--- src/rtl/inst_word_encoder.sv ---
// ---------------------------------------------------------------------------
// inst_word_encoder
//   Transmit-side packer for the instruction-word decoder bus. Field tuples
//   (comp, inst, operand) are accepted over a valid/ready handshake and packed
//   into a 32-bit word with a 4-bit sequence stamp and a nibble-XOR checksum.
//   Packed words are buffered in a small FIFO whose head is a registered
//   output. Tuples carrying the reserved inst code complete their handshake
//   but are dropped, and err_illegal pulses for one cycle.
//
//   Word layout: [31:26] comp, [25:23] inst, [22:8] operand, [7:4] seq,
//                [3:0] chk = XOR of the seven nibbles of word[31:4].
//
// Ports
//   clk          rising-edge clock
//   rst          asynchronous active-high reset
//   in_valid     input tuple valid
//   in_ready     encoder can accept a tuple (FIFO not full, not in reset)
//   in_comp      6-bit comp field
//   in_inst      3-bit inst field
//   in_operand   15-bit operand payload
//   out_valid    out_word holds a packed word
//   out_ready    downstream accepts out_word
//   out_word     packed word (FIFO head, registered)
//   err_illegal  one-cycle pulse after a reserved-inst tuple was dropped
//   seq_now      sequence stamp the next stored word will carry
//   fifo_count   number of buffered words
// ---------------------------------------------------------------------------
module inst_word_encoder #(
    parameter int         DEPTH         = 2,
    parameter logic [2:0] RESERVED_INST = 3'b111
) (
    input  logic                      clk,
    input  logic                      rst,
    input  logic                      in_valid,
    output logic                      in_ready,
    input  logic [5:0]                in_comp,
    input  logic [2:0]                in_inst,
    input  logic [14:0]               in_operand,
    output logic                      out_valid,
    input  logic                      out_ready,
    output logic [31:0]               out_word,
    output logic                      err_illegal,
    output logic [3:0]                seq_now,
    output logic [$clog2(DEPTH):0]    fifo_count
);

    localparam int             PW      = $clog2(DEPTH);
    localparam int             CW      = PW + 1;
    localparam logic [CW-1:0]  DEPTH_C = CW'(DEPTH);
    localparam logic [CW-1:0]  ONE_C   = CW'(1);
    localparam logic [CW-1:0]  ZERO_C  = CW'(0);
    localparam logic [PW-1:0]  PTR_ONE = PW'(1);

    // XOR of the seven nibbles of the word body (bits [31:4]).
    function automatic logic [3:0] calc_chk(input logic [27:0] body);
        logic [3:0] c;
        c = 4'h0;
        for (int i = 0; i < 7; i++) begin
            c = c ^ body[4*i +: 4];
        end
        return c;
    endfunction

    logic [31:0]    mem [DEPTH];
    logic [PW-1:0]  wr_ptr;
    logic [PW-1:0]  rd_ptr;
    logic [PW-1:0]  rd_ptr_next;
    logic [CW-1:0]  count_after_pop;
    logic [CW-1:0]  count_next;
    logic [27:0]    new_body;
    logic [31:0]    new_word;
    logic [31:0]    head_next;
    logic           accept;
    logic           illegal;
    logic           push;
    logic           pop;

    // Handshake decode, word packing and next FIFO head selection.
    always_comb begin
        in_ready        = 1'b0;
        accept          = 1'b0;
        illegal         = 1'b0;
        push            = 1'b0;
        pop             = 1'b0;
        new_body        = 28'h0;
        new_word        = 32'h0;
        count_after_pop = fifo_count;
        count_next      = fifo_count;
        rd_ptr_next     = rd_ptr;
        head_next       = out_word;

        // in_ready looks only at occupancy, never at out_ready.
        if (!rst && (fifo_count < DEPTH_C)) begin
            in_ready = 1'b1;
        end else begin
            in_ready = 1'b0;
        end

        accept   = in_valid && in_ready;
        illegal  = (in_inst == RESERVED_INST);
        push     = accept && !illegal;
        pop      = out_valid && out_ready;
        new_body = {in_comp, in_inst, in_operand, seq_now};
        new_word = {new_body, calc_chk(new_body)};

        if (pop) begin
            count_after_pop = fifo_count - ONE_C;
            rd_ptr_next     = rd_ptr + PTR_ONE;
        end else begin
            count_after_pop = fifo_count;
            rd_ptr_next     = rd_ptr;
        end

        if (push) begin
            count_next = count_after_pop + ONE_C;
        end else begin
            count_next = count_after_pop;
        end

        // The word being written this edge is not yet readable from mem, so
        // when it becomes the head it is forwarded directly.
        if (count_next == ZERO_C) begin
            head_next = out_word;
        end else if (count_after_pop == ZERO_C) begin
            head_next = new_word;
        end else begin
            head_next = mem[rd_ptr_next];
        end
    end

    // FIFO storage, pointers, sequence counter and registered outputs.
    always_ff @(posedge clk or posedge rst) begin
        if (rst) begin
            for (int i = 0; i < DEPTH; i++) begin
                mem[i] <= 32'h0;
            end
            wr_ptr      <= '0;
            rd_ptr      <= '0;
            fifo_count  <= ZERO_C;
            seq_now     <= 4'h0;
            out_valid   <= 1'b0;
            out_word    <= 32'h0;
            err_illegal <= 1'b0;
        end else begin
            if (push) begin
                mem[wr_ptr] <= new_word;
                wr_ptr      <= wr_ptr + PTR_ONE;
                seq_now     <= seq_now + 4'd1;
            end else begin
                wr_ptr      <= wr_ptr;
                seq_now     <= seq_now;
            end
            rd_ptr      <= rd_ptr_next;
            fifo_count  <= count_next;
            out_valid   <= (count_next != ZERO_C);
            out_word    <= head_next;
            err_illegal <= accept && illegal;
        end
    end

endmodule

--- config.mk ---
export PLATFORM = sky130hd
export DESIGN_NAME = inst_word_encoder
export DESIGN_NICKNAME = d
export VERILOG_FILES = /design/src/rtl/inst_word_encoder.sv
export SDC_FILE = /design/constraint.sdc
export NUM_CORES = 1
export LEC_CHECK = 0
export ABC_AREA = 1
export CAP_MARGIN = 20
export CELL_PAD_IN_SITES_DETAIL_PLACEMENT = 1
export CELL_PAD_IN_SITES_GLOBAL_PLACEMENT = 1
export CORE_MARGIN = 4
export CORE_UTILIZATION = 44
export DETAILED_ROUTE_END_ITERATION = 7
export PLACE_DENSITY = 0.95
export RECOVER_POWER = 25
export SYNTH_ARGS = -nofsm -noshare
export SYNTH_HDL_FRONTEND = slang
export SYNTH_SLANG_ARGS = --single-unit
--- constraint.sdc ---
create_clock -name clk -period 4.95 [get_ports clk]
set_clock_uncertainty 0.1 [all_clocks]
set_input_delay 0.495 -clock clk [delete_from_list [all_inputs] [get_ports clk]]
set_output_delay 0.495 -clock clk [all_outputs]
set_load 0.02 [all_outputs]
==> results.cfg <==
[yosys]
synth_edf_count = 0
syn_area_um2 = 5298
async_flop_share = 1.000
yosys.area_share.simple = 0.2733
synth_most_common_cell = nand2_1
synth_cell_types = 23
synth-seq-cells = 106
syn_inst = 709
synthFlopType = dfrtp_1
syn_area_per_cell_um2 = 7.472
synth_top_cell_area_share = 0.5007
synth_common_cells = nand2_1 (287), dfrtp_1 (106), o21ai_0 (105), inv_1 (82), nand3_1 (21)
synth_xor_area_frac = 0.004960
synth_compound_area_frac = 0.1209
synth_nets = 739
synth_top_area_cell = dfrtp_1
synth.yosys.seq_area_share = 0.5007
synth_top_family_by_area = simple AND/OR/NAND/NOR gates
synth_mux_area_frac = 0
synth-adder-area-share = 0.004724
ys_top_cells_by_area = dfrtp_1 (50%), nand2_1 (20%), o21ai_0 (9.9%), inv_1 (5.8%), nand3_1 (2.0%)
ys_warn_count = 0

[clock_tree]
cts_htree_levels = 3
numCtsBuffers = 9
ctsResizeCount = 0
path_clk_slew_ns = 0.08
cts_sinks = 106
cts_hold_buffers = 0
clockBufferDepth = 2
cts_tree = done
postCtsSetupBuffers = 0
root_buffer = clkbuf_16
clock_latency_ns = 0.37

[drt]
vias_per_cell = 5.479
drc = 0
drt_pass1_iterations = 5
num_vias = 4964
wl_per_cell_um = 19.02
drtIter0Drc = 366
ant_nets = 0
finalWirelength_um = 17230

[critical_path]
endpoint_kind = flop
crit_fanout = 33
cp_common_cell = nand2_1
start_kind = input pin
cp.required_ns = 5.16
critical_path_class = input pin to flop
path_cells = clkdlybuf4s50_1, nand2_1, nand2_1, nand2_1, ha_2, inv_1, nand2_2, nand2_4, nand2_4, inv_2, nand2_1, nand2_1
max_stage_delay_ns = 0.65
crit_arrival_ns = 3.17
cpMaxStageDelayCell = inv_2

[power]
power.switching_mw = 2.019
p_leak_nw = 3.168
swShare = 0.4493
power_density_nw_per_um2 = 706.8
peakVddDrop_v = 0.0004103
p_int_mw = 2.475
clockPowerShare = 0.171
pwr-share-comb = 0.475
p_seq_frac = 0.355

[sta]
tns_ns = 0
slew_headroom = 0.3629
finalSetupViolations = 0
tightest_slew_ns = 0.9543
hold_slack_ns = 0.3813
fin_crit_ns = 2.965
timing.fmax_mhz = 337.2
hold_viol_final = 0
drv_slew = 0
rsz0062_at_grt = false
period_share = 0.5990

[floorplanning]
rows = 39
start_util = 0.4562
fp.coreArea_um2 = 11610
io_pins = 69
die_h_um = 117.7
die_area_um2 = 13860
die_x_um = 117.7

[final_layout]
drive_gt1_frac = 0.06422
diodes = 0
multi_input_area_um2 = 2147
fill_cells = 1484
seqCellArea_um2 = 2653
fin_nets = 788
area_delta_synth_final_pct = 20.00

[placement]
numPortBuffers = 68
gp_congestion = 0.7978
dp_hpwl_um = 10090

[run]
max-cap-violations = 0

[global_routing]
first_global_vias = 5362
overflow = 0
grt_max_degree = 79
grt_pass1_wl_um = 27480
antenna_found_initial = 0
track_usage = 0.2438

[status]
outcome = finished clean

[worst_hold_path]
hp-class = flop to flop
cell usage in the layout, fill, tap and decap left out, types with 3 or more instances in the layout:
master,instances
buf_4,3
nand2_4,3
clkbuf_16,9
inv_6,3
nand3_1,21
nand2_2,13
nor2_4,4
nor2_1,17
dfrtp_1,106
nand2_1,287
inv_2,3
o21ai_0,105
o21ai_1,16
clkdlybuf4s50_1,67
a21oi_1,7
xor2_1,3
inv_1,81
state kept, by name (all words and copies together), names as in the netlist:
| name | flops |
|---|---|
| err_illegal | 1 |
| fifo_count | 2 |
| mem | 64 |
| out_valid | 1 |
| out_word | 32 |
| rd_ptr | 1 |
| seq_now | 4 |
| wr_ptr | 1 |
cell families (layout without fill, tap and decap cells):
kind of cell,Yosys count,count (layout)
AO/OA/AOI/OAI,128,128
XOR/XNOR,3,3
adder cells (fa/ha/maj),2,2
buffers and inverters,120,174
flip-flops,106,106
AND/OR/NAND/NOR,350,350
power groups by stage:
stage | Combinational (mW) | Sequential (mW) | Clock, mW
after floorplan | 1.21 | 1.68 | 0
after global placement | 1.90 | 1.55 | 0
after detailed placement | 2.03 | 1.58 | 0
after CTS | 2.08 | 1.58 | 0.768
after global routing | 2.39 | 1.64 | 0.820
final | 2.13 | 1.59 | 0.767
layout make-up:
type | instances | area share
Timing Repair Buffer | 73 | 0.1181
Inverter | 85 | 0.05038
Clock inverter | 7 | 0.01299
Multi-Input combinational cell | 483 | 0.3377
Clock buffer | 9 | 0.03543
Sequential cell | 106 | 0.4172
Tap cell | 143 | 0.02814
per-stage QoR:
stage               area, um^2  power (mW)  cells  setup WS [ns]  utilization
floorplan                 5298       2.890    709          1.566            -
global placement          6003       3.454    888          1.972       0.5169
detailed placement        6003       3.606    888          1.696       0.5169
CTS                       6311       4.435    904          2.046       0.5434
global route              6357       4.844    906          1.813       0.5474
finish                    6357       4.493    906          1.985       0.5474
layer usage:
metal  global-route usage  share of wire  vias up  routed length, um
li1                     -              -     2289                  -
met1               0.3001           0.41     2451               7051
met2               0.4265           0.51      181               8787
met3              0.04901          0.054       43                924
met4              0.08352          0.027        0                470
met5                    0              0        -                  0
worst max-delay path: cells and delay by family:
family	cells	cell delay, ns
buffers and inverters	3	1.31
and+or+nand+nor	8	1.06
adders and majority gates	1	0.29
final timing paths:
kind	slack, ns	cells past startpoint	endpoint	from
min in group asynchronous	0.53	2	mem[61]$_DFFE_PP0P_	rst
max in group asynchronous	3.13	4	mem[8]$_DFFE_PP0P_	rst
worst max register to register	2.20	11	out_word[28]$_DFFE_PP0P_	out_valid$_DFF_PP0_
worst min-delay path	0.38	2	out_word[4]$_DFFE_PP0P_	out_word[4]$_DFFE_PP0P_
worst max-delay path	1.98	12	out_word[28]$_DFFE_PP0P_	out_ready
worst min register to register	0.38	2	out_word[4]$_DFFE_PP0P_	out_word[4]$_DFFE_PP0P_
Power figures use the tool's default switching activity.
